**config.mk**
```make
export PLATFORM = sky130hd
export DESIGN_NAME = instr_fetch_unit
export DESIGN_NICKNAME = d
export VERILOG_FILES = /design/src/rtl/cpu_pkg.sv /design/src/rtl/next_pc_sel.sv /design/src/rtl/instr_fetch_unit.sv
export SDC_FILE = /design/constraint.sdc
export NUM_CORES = 1
export LEC_CHECK = 0
export ABC_AREA = 1
export BUFFER_PORTS_ARGS = -buffer_cell sky130_fd_sc_hd__buf_2
export CAP_MARGIN = 20
export CORE_ASPECT_RATIO = 0.6
export CORE_MARGIN = 8
export CORE_UTILIZATION = 39
export DETAILED_ROUTE_END_ITERATION = 6
export PLACE_DENSITY = 0.64
export SLEW_MARGIN = 20
export SYNTH_ARGS = -nofsm -noshare
export SYNTH_HDL_FRONTEND = slang
export SYNTH_SLANG_ARGS = --single-unit
```
**constraint.sdc**
```tcl
create_clock -name clk -period 3.5 [get_ports clk]
set_input_delay 0.35 -clock clk [delete_from_list [all_inputs] [get_ports clk]]
set_output_delay 0.35 -clock clk [all_outputs]
set_load 0.01 [all_outputs]
```
**src/rtl/cpu_pkg.sv**
```systemverilog
// Shared fetch-side types and default constants.
package cpu_pkg;

  localparam logic [31:0] RESET_PC_DEFAULT  = 32'h0000_0000;
  localparam logic [31:0] NOP_INSTR_DEFAULT = 32'h0000_0000;

  // Primary opcode of the MIPS-style j instruction.
  localparam logic [5:0]  OPCODE_J = 6'b000010;

  typedef enum logic [1:0] {
    IDLE = 2'd0,
    RUN  = 2'd1,
    HALT = 2'd2
  } fetch_state_t;

endpackage

```
**src/rtl/next_pc_sel.sv**
```systemverilog
// Combinational next-PC priority mux: branch > jump > stall > sequential.
module next_pc_sel
  import cpu_pkg::*;
(
  input  logic [31:0] pc,
  input  logic [31:0] pc4_of_jump,
  input  logic        branch_taken,
  input  logic [31:0] branch_target,
  input  logic        jump_taken,
  input  logic [25:0] jump_index,
  input  logic        stall,
  output logic [31:0] next_pc,
  output logic [31:0] pc_plus4,
  output logic        flush
);

  logic [31:0] jump_pc;

  assign pc_plus4 = pc + 32'd4;
  // Jump target keeps the region bits of the jump's own PC+4.
  assign jump_pc  = (pc4_of_jump & 32'hF000_0000) | {4'b0000, jump_index, 2'b00};

  // Select the next PC; a redirect always beats a stall.
  always_comb begin
    next_pc = pc_plus4;
    flush   = 1'b0;
    if (branch_taken) begin
      next_pc = branch_target & ~32'd3;
      flush   = 1'b1;
    end else if (jump_taken) begin
      next_pc = jump_pc;
      flush   = 1'b1;
    end else if (stall) begin
      next_pc = pc;
    end
  end

endmodule

```
**src/rtl/instr_fetch_unit.sv**
```systemverilog
// Instruction fetch stage: PC register, fetch FSM and IF/ID pipeline register.
module instr_fetch_unit
  import cpu_pkg::*;
#(
  parameter logic [31:0] RESET_PC  = RESET_PC_DEFAULT,
  parameter logic [31:0] NOP_INSTR = NOP_INSTR_DEFAULT
) (
  input  logic        clk,
  input  logic        rst_n,
  input  logic        stall,
  input  logic        branch_taken,
  input  logic [31:0] branch_target,
  input  logic        jump_taken,
  input  logic [25:0] jump_index,
  input  logic        halt_req,
  input  logic        resume,
  output logic [31:0] PC,
  output logic        InstrmemWr,
  input  logic [31:0] Instr,
  output logic [31:0] if_id_instr,
  output logic [31:0] if_id_pc4,
  output logic        if_id_valid
);

  fetch_state_t state, state_nxt;
  logic         fetch_en;
  logic [31:0]  next_pc;
  logic [31:0]  pc_plus4;
  logic         flush;

  next_pc_sel u_next_pc_sel (
    .pc            (PC),
    .pc4_of_jump   (if_id_pc4),
    .branch_taken  (branch_taken),
    .branch_target (branch_target),
    .jump_taken    (jump_taken),
    .jump_index    (jump_index),
    .stall         (stall),
    .next_pc       (next_pc),
    .pc_plus4      (pc_plus4),
    .flush         (flush)
  );

  // Fetch state register.
  always_ff @(posedge clk or negedge rst_n) begin
    if (!rst_n) state <= IDLE;
    else        state <= state_nxt;
  end

  // Next-state and read-enable decode; resume wins over halt_req in HALT.
  always_comb begin
    state_nxt = state;
    fetch_en  = 1'b0;
    case (state)
      IDLE: state_nxt = RUN;
      RUN: begin
        fetch_en = 1'b1;
        if (halt_req) state_nxt = HALT;
      end
      HALT: begin
        if (resume) state_nxt = RUN;
      end
      default: state_nxt = IDLE;
    endcase
  end

  assign InstrmemWr = fetch_en;

  // PC and IF/ID update; a halt request still lets the current cycle's PC update land.
  always_ff @(posedge clk or negedge rst_n) begin
    if (!rst_n) begin
      PC          <= RESET_PC;
      if_id_instr <= NOP_INSTR;
      if_id_pc4   <= '0;
      if_id_valid <= 1'b0;
    end else if (state == RUN) begin
      PC <= next_pc;
      if (flush) begin
        if_id_instr <= NOP_INSTR;
        if_id_valid <= 1'b0;
      end else if (!stall) begin
        if_id_instr <= Instr;
        if_id_pc4   <= pc_plus4;
        if_id_valid <= 1'b1;
      end
    end else if (state == HALT) begin
      if_id_instr <= NOP_INSTR;
      if_id_valid <= 1'b0;
    end
  end

endmodule

```
Word level (Yosys, flattened, before mapping)
Cells that the tools add are included.
{"block": "op_classes", "n_addsub": 1, "eq_ne": 6, "muxes": 17, "n_bitwise": 3, "n_reduce_logical": 6}
{"op": "$mux W32", "count": 7}
{"op": "$add A32 B3 Y32 const B", "count": 1}
{"op": "$or A32 B28 Y32", "count": 1}
{"op": "$mux W1", "count": 7}
{"op": "$pmux W2 S3", "count": 1}
{"op": "$reduce_and A2 Y1", "count": 3}
{"op": "$mux W2", "count": 2}
{"op": "$ne A2 B2 Y1 const B", "count": 2}
{"op": "$ne A3 B1 Y1 const B", "count": 1}
{"op": "$ne A3 B3 Y1 const B", "count": 1}
{"op": "$reduce_and A3 Y1", "count": 1}
{"op": "$eq A2 B1 Y1 const B", "count": 1}
{"op": "$eq A2 B2 Y1 const B", "count": 1}
{"op": "$logic_not A2 Y1", "count": 1}
{"op": "$not A1 Y1", "count": 2}
{"op": "$reduce_bool A2 Y1", "count": 1}
{"block": "word_totals", "reg_bits": 99, "input_bits": 97}

Depth between registers and ports, before layout
Gate-level depths: netlist of the first run.
{"block": "logic_depth", "depth_word": 4, "ltp_mapped": 10, "mapped_depth_nobuf": 10}

Modules after synthesis
A second synthesis of the first run with hierarchy kept.
{"block": "hier_totals", "hier_cells": 904, "hier_area_um2": 6105.9}
{"mod": "instr_fetch_unit", "n_inst": 1, "cells_per_inst": 503, "area_each_um2": 4251.6, "seq_area_each_um2": 2477.4}
{"mod": "next_pc_sel", "n_inst": 1, "cells_per_inst": 401, "area_each_um2": 1854.3, "seq_area_each_um2": 0.0}

Worst setup path before layout of the first run
OpenSTA, ideal clock, no wires.
{"block": "synth_timing", "path_type": "reg2reg", "start": "register PC[2]", "end": "register PC[22]", "t_arrival_ps": 1424, "required_time_ps": 3378, "path_slack_ps": 1953, "stages_incl_launch_ff": 11, "cell_sequence": "dfrtp_1 ha_1 nand2_1 nor2_2 nand2_2 nor2_4 nand2_1 nand2_1 nand3_1 nand2_1 a21oi_1"}
{"block": "synth_via", "elab_chain_len": 4}
{"item": "from (decl)", "line": "instr_fetch_unit.sv:17", "text": "output logic [31:0] PC,"}
{"item": "from (signal assigned)", "line": "instr_fetch_unit.sv:77", "text": "PC <= next_pc;"}
{"item": "$add A32 B3 Y32", "line": "next_pc_sel.sv:19", "text": "assign pc_plus4 = pc + 32'd4;"}
{"item": "$mux W32", "line": "next_pc_sel.sv:33", "text": "end else if (stall) begin"}
{"item": "$mux W32", "line": "next_pc_sel.sv:30", "text": "end else if (jump_taken) begin"}
{"item": "$mux W32", "line": "next_pc_sel.sv:27", "text": "if (branch_taken) begin"}
Every way passes these cells. The select of a mux whose other input is x is not followed.
A chain may end at the register's enable or synchronous reset.

Worst setup path in the final report of the first run
{"block": "layout_timing", "start": "register state[1]", "end": "register if_id_pc4[16]"}
{"block": "layout_via", "elab_chain_len": 2}
{"item": "from (decl)", "line": "instr_fetch_unit.sv:25", "text": "fetch_state_t state, state_nxt;"}
{"item": "from (signal assigned)", "line": "instr_fetch_unit.sv:47", "text": "else state <= state_nxt;"}
{"item": "$eq A2 B1 Y1", "line": "instr_fetch_unit.sv:76", "text": "end else if (state == RUN) begin"}
{"item": "$reduce_and A3 Y1 (no line)"}
{"item": "to (signal assigned)", "line": "instr_fetch_unit.sv:83", "text": "if_id_pc4 <= pc_plus4;"}
{"item": "to (decl)", "line": "instr_fetch_unit.sv:21", "text": "output logic [31:0] if_id_pc4,"}
Every way passes these cells.

==> reports/metrics.yaml, run 1 <==
crit_required_ns: 3.76
power_frac_seq_pct: 37.4
cts_resized: 0
slowest_delay_ns: 0.47
core_area_mm2: 0.01218
internal-power_mw: 2.963
dp_slack_ns: 1.280
syn_to_final_growth_pct: 28.19
dp_hpwl_mm: 12.09
grt_overflow: 0
final-hold-violation-count: 0
cpMostUsedCell: "buf_4"
drt_iter0_markers: 253
clk_latency_ns: 0.34
synth.area.top_cells: "dfrtp_1 48%, nand2_1 10%, nor2_1 9.4%"
cts_num_sinks: 95
crit_chain: "nor2_4, inv_2, nor3_4, buf_4, buf_4, nor2_1, a31oi_1"
antenna_left: 0
slowest_stage: "buf_4"
worstMarginPinSlew_ns: 0.9339
ys_types: 32
h-tree-depth: 3
end_kind: "flip-flop"
cts_setup_buffers: 0
grt_max_degree: 71
fmax_mhz: 483.7
p_leak_nw: 3.206
ys_ff_latch: 95
wl_mm: 16.61
rsz0062_at_grt: "no"
n_antenna_cell: 0
gp_routability_congestion: 0.8479
final-setup-viol-count: 0
power_density_mw_per_mm2: 822.5
synthFlopType: "dfrtp_1"
slew_headroom_pct: 37.65
max_cap_violations: 0
async_flop_share_pct: 100.0
p_total_mw: 5.199
crit_type: "flip-flop to flip-flop"
clkPwrFrac_pct: 21.0
synth.largest_area_cell: "dfrtp_1"
cts_hold_buf: 1
antenna_found_initial: 1
dp.cells: 947
drv_slew: 0
hold_path.class: "input pin to flip-flop"
cts.clk_slew.worst_paths_ns: 0.07
avgSynthCellArea_um2: 7.928
synth.top_cell.area_share_pct: 48.21
netSwitchingFraction_pct: 43.01
grt_pass1_vias: 5131
synth_warnings: 0
first_pass_iters: 4
syn_area_mm2: 0.004931
p_sw_mw: 2.236
crit_path_max_fanout: 54
clockBufferDepth: 2
die_area_mm2: 0.01662
vias_per_cell: 5.250
drc_errors: 0
grt_use_total_pct: 19.97
cts_made_buffers: 9
period_share_pct: 59.07
status: "finished, final reports clean"
grt_pass1_wl_mm: 26.61
synth-edff-count: 0
cts_tree: "yes"
port_buffers: 188
tns_ns: 0
peakVddDrop_v: 0.0003418
skew_ns: 0.006643
io_pins: 195
via_count: 5061
pwr-share-comb_pct: 41.6
post_drt_wl_per_cell_um: 17.23
die_w_um: 161.2
fin_ws_ns: 1.432
cp-start-kind: "flip-flop"
fin_crit_ns: 2.068
drive_above_1_share_pct: 28.29
syn_inst: 622
arrival_ns: 2.33
start_util_pct: 40.49
root_buffer: "clkbuf_16"
rows: 31
stdcell_count: 964
synth-seq-area-share_pct: 48.21
die_h_um: 103.1
nNetsFinal: 892
==> cell type report <==
cell class / instances / area, um^2
sequential: 95 / 2377
timing repair buffer: 195 / 998.5
fill: 1199 / 5858
multi-input combinational: 452 / 2260
clock inverter: 7 / 100.1
clock buffer: 9 / 225.2
tap: 165 / 206.4
inverter: 41 / 153.9
==> kinds of logic after synthesis <==
| family | count (synthesis) | share of synthesized area, % |
|---|---|---|
| buf+inv | 78 | 6.394 |
| compound gates | 135 | 18.29 |
| xor+xnor | 7 | 1.243 |
| flops | 95 | 48.21 |
| fa+ha+maj | 1 | 0.2537 |
| other cells | 1 | 0.07605 |
| simple gates | 305 | 25.53 |
==> cell usage after synthesis (2+ instances only) <==
cell type / instances
o22ai_1: 4
a31oi_1: 20
inv_1: 37
a21oi_1: 44
nor2_2: 2
nor2_1: 123
a32o_1: 32
nand2_1: 133
xor2_1: 6
and2_1: 2
o21ai_0: 20
inv_2: 4
nand2_2: 2
o21a_1: 2
buf_2: 6
buf_4: 4
dfrtp_1: 95
a22oi_1: 9
nor2_4: 5
nand3_1: 35
clkbuf_1: 26
==> critical path, delay by kind of cell (launching register included) <==
family | cells | cell delay, ns
compound gates | 1 | 0.16
buf+inv | 3 | 0.96
flops | 1 | 0.43
simple gates | 3 | 0.38
==> cells in the final DEF, fill, tap and decap left out, types with 2 or more instances in the layout <==
| master | n |
|---|---|
| a21oi_1 | 44 |
| a22oi_1 | 9 |
| a31oi_1 | 20 |
| a32o_1 | 32 |
| and2_1 | 2 |
| buf_2 | 187 |
| buf_4 | 7 |
| bufinv_16 | 2 |
| clkbuf_16 | 9 |
| conb_1 | 4 |
| dfrtp_1 | 95 |
| inv_1 | 37 |
| inv_2 | 4 |
| inv_6 | 4 |
| nand2_1 | 132 |
| nand2_2 | 3 |
| nand3_1 | 35 |
| nor2_1 | 123 |
| nor2_2 | 2 |
| nor2_4 | 5 |
| o21a_1 | 2 |
| o21ai_0 | 20 |
| o22ai_1 | 4 |
| xor2_1 | 6 |
==> path summary, 6_finish.rpt <==
kind	startpoint	end	slack, ns	cells after the start
setup reg to reg	state[1]$_DFFE_PN0P_	if_id_pc4[16]$_DFFE_PN0P_	1.43	7
hold reg to reg	if_id_pc4[3]$_DFFE_PN0P_	if_id_pc4[3]$_DFFE_PN0P_	0.48	2
setup / recovery	state[1]$_DFFE_PN0P_	if_id_pc4[16]$_DFFE_PN0P_	1.43	7
min in group asynchronous	rst_n	if_id_pc4[9]$_DFFE_PN0P_	0.48	2
hold / removal	halt_req	state[0]$_DFFE_PN0P_	0.20	2
max in group asynchronous	rst_n	if_id_pc4[28]$_DFFE_PN0P_	2.22	3
==> flip-flops by register name, indices dropped and copies added (netlist names) <==
signal	count
PC	30
if_id_valid	1
if_id_pc4	30
if_id_instr	32
state	2
==> through the flow <==
stage | util (%) | cell area [um^2] | hold slack [ns]
3_3_place_gp | 49.13 | 5983 | 0.2755
3_5_place_dp | 49.13 | 5983 | 0.2778
2_1_floorplan | - | 4942 | 0.05441
6_report | 51.90 | 6321 | 0.1965
5_1_grt | 51.90 | 6321 | 0.2056
4_1_cts | 51.88 | 6319 | 0.1816
==> power by group through the flow <==
stage          clock network (mW)  registers, mW  logic (mW)
2_1_floorplan                   0           2.04        1.16
3_3_place_gp                    0           1.93        2.14
3_5_place_dp                    0           1.95        2.19
4_1_cts                      1.12           1.93        2.20
5_1_grt                      1.16           2.01        2.44
6_report                     1.09           1.94        2.16
==> metal layers <==
layer,vias up,global-route usage (%),wire length [um]
li1,2441,-,-
met1,2381,24.45,7341
met2,221,31.97,7232
met3,16,9.131,1870
met4,2,4.459,159
met5,-,0,10
(Power assumes the default switching activity.)
==> run 2: changes to the inputs <==
--- a/config.mk
+++ b/config.mk
@@ -12,7 +12,7 @@
 export CORE_MARGIN = 8
 export CORE_UTILIZATION = 39
 export DETAILED_ROUTE_END_ITERATION = 6
-export PLACE_DENSITY = 0.64
+export PLACE_DENSITY = 0.67
 export SLEW_MARGIN = 20
 export SYNTH_ARGS = -nofsm -noshare
 export SYNTH_HDL_FRONTEND = slang
==> constraint.sdc (replaced) <==
create_clock -name clk -period 1.7 [get_ports clk]
set_input_delay 0.17 -clock clk [delete_from_list [all_inputs] [get_ports clk]]
set_output_delay 0.17 -clock clk [all_outputs]
set_load 0.01 [all_outputs]
==> run 2 against run 1 <==
Against the previous run:
- critical path depth up 3
- flip-flop and latch count unchanged
- clock skew up 0.00053 ns
- cell count up 2.5%
- worst hold slack worse by 0.17 ns
- register-to-register slack worse by 1.4 ns
- via count up 1.8%
- final area up 4.0%
- combinational power up 130%
- maximum frequency up 28%
- first-iteration DRC count up 7.5%
- critical endpoint is now PC[10]$_DFFE_PN0P_
- largest power group unchanged
==> reports/metrics.yaml, run 2 (synthesis gave the netlist of run 1 again) <==
top_register: "if_id_instr"
status: "finished, final reports clean"
wl_mm: 16.84  # +1.4%
slew_headroom_pct: 60.33  # +23 points
p_leak_nw: 3.308  # +3.2%
skew_ns: 0.007170  # +0.0005273 ns
power_density_mw_per_mm2: 1666  # +100%
grt_max_degree: 57  # -20%
worstMarginPinSlew_ns: 0.5950  # -0.3389 ns
clockBufferDepth: 2  # unchanged
dp_hpwl_mm: 12.56  # +3.9%
gp_routability_congestion: 0.8786  # +3.6%
n_antenna_cell: 0  # unchanged
start_util_pct: 40.49  # unchanged
drive_above_1_share_pct: 32.56  # +4.3 points
dp.cells: 965  # +1.9%
reg.largest.list: "if_id_instr x32, PC x30, if_id_pc4 x30"
antenna_found_initial: 0  # -1
placed_area_mm2: 0.006156  # +2.9%
tns_ns: 0  # unchanged
hold_path.class: "input pin to flip-flop"
cts.clk_slew.worst_paths_ns: 0.07  # about the same
cts_num_sinks: 95  # unchanged
antenna_left: 0  # unchanged
fin_area_mm2: 0.006575  # +4.0%
clk_latency_ns: 0.34  # about the same
crit_path_max_fanout: 7  # -87%
final-hold-violation-count: 0  # unchanged
arrival_ns: 1.87  # -0.46 ns
end_kind: "flip-flop"
syn_to_final_growth_pct: 33.34
fin_ws_ns: 0.08217  # -1.350 ns
drt_iter0_markers: 272  # +7.5%
die_w_um: 161.2  # unchanged
die_h_um: 103.1  # unchanged
fin_crit_ns: 1.618  # -0.4497 ns
stdcell_count: 988  # +2.5%
crit_type: "flip-flop to flip-flop"
grt_overflow: 0  # unchanged
h-tree-depth: 3  # unchanged
first_pass_iters: 5  # +1
post_drt_wl_per_cell_um: 17.05  # -1.1%
reg2reg_slack_ns: 0.08  # -1.35 ns
grt_use_total_pct: 20.00  # +0.026 points
grt_pass1_wl_mm: 26.61  # unchanged
n_fill_cell: 1187  # -1.0%
rows: 31  # unchanged
cts_made_buffers: 9  # unchanged
peakVddDrop_v: 0.0006497  # +90%
largest_register_ffs: 32  # unchanged
nNetsFinal: 916  # +2.7%
final_common_cell: "buf_2"
root_buffer: "clkbuf_16"
via_count: 5152  # +1.8%
dp_slack_ns: 0.02717  # -1.253 ns
mostFrequentLayoutCells: "187 x buf_2, 130 x nand2_1, 115 x nor2_1"
io_pins: 195  # unchanged
cp-start-kind: "flip-flop"
grt_pass1_vias: 5171  # +0.78%
crit_required_ns: 1.96  # -1.80 ns
core_area_mm2: 0.01218  # unchanged
vias_per_cell: 5.215  # -0.67%
fmax_mhz: 618.1  # +28%
period_share_pct: 95.17  # +36 points
drv_slew: 0  # unchanged
cts_tree: "yes"
final-setup-viol-count: 0  # unchanged
max_cap_violations: 0  # unchanged
die_area_mm2: 0.01662  # unchanged
port_buffers: 188  # unchanged
drc_errors: 0  # unchanged
==> run 2: cell types whose count changed in the layout (fill, tap and decap cells not counted), sizes merged <==
cell / previous run / this run
clkinvlp: 0 / 3
buf: 194 / 218
clkbuf: 9 / 11
inv: 45 / 40
clkinv: 1 / 2
bufinv: 2 / 1
==> run 2: critical path, stage by stage, from the launching register on <==
cell	delay [ns]
dfrtp_1	0.42
ha_2	0.22
nand2_2	0.07
nor2_4	0.14
nand2_4	0.11
buf_4	0.16
xor2_1	0.17
nand2_1	0.07
nand2_1	0.06
inv_1	0.04
o22ai_1	0.09
==> run 2: metrics by stage <==
stage	total power [mW]	hold WS, ns	util (%)
floorplan	6.605	-0.1256	-
CTS	10.81	0.02210	53.02
detailed placement	8.765	0.1726	50.54
finish	10.95	0.03045	53.99
global route	11.75	0.02712	53.99
global placement	8.643	0.1747	50.54
==> run 2: metal layers <==
metal,GRT usage (%),routed length [um],vias to the layer above
li1,-,-,2475
met1,25.09,7218,2428
met2,31.43,7441,234
met3,8.732,2000,15
met4,4.742,182,0
met5,0,0,-
==> run 2: layout make-up <==
| type | instances | area (um^2) | share of cell area [%] |
|---|---|---|---|
| well taps | 165 | 206.4 | 3.140 |
| flip-flops and latches | 95 | 2381 | 36.21 |
| clock inverters | 5 | 58.81 | 0.8944 |
| inverters | 41 | 157.7 | 2.398 |
| repair buffers | 219 | 1216 | 18.50 |
| clock buffers | 11 | 232.7 | 3.539 |
| multi-input cells | 452 | 2322 | 35.32 |
==> run 2: path summary, 6_finish.rpt <==
path,start,end,depth (start not counted)
max in group asynchronous,rst_n,PC[21]$_DFFE_PN0P_,3
setup / recovery,PC[3]$_DFFE_PN0P_,PC[10]$_DFFE_PN0P_,10
min in group asynchronous,rst_n,if_id_pc4[2]$_DFFE_PN0P_,2
setup reg to reg,PC[3]$_DFFE_PN0P_,PC[10]$_DFFE_PN0P_,10
hold reg to reg,if_id_pc4[5]$_DFFE_PN0P_,if_id_pc4[5]$_DFFE_PN0P_,2
hold / removal,halt_req,state[0]$_DFFE_PN0P_,2
==> run 2: repair_timing <==
action,4_1_cts,5_1_grt
hold buffers,1,0
setup endpoints to repair,0,29
gates resized for setup,0,27
hold endpoints to repair,32,0
buffers inserted,0,6
==> run 2: power by group <==
group	internal (mW)	switching (mW)	total, mW
sequential	3.12	0.839	3.96
clock	1.14	0.869	2.01
combinational	1.99	2.99	4.98
total	6.25	4.70	11.0
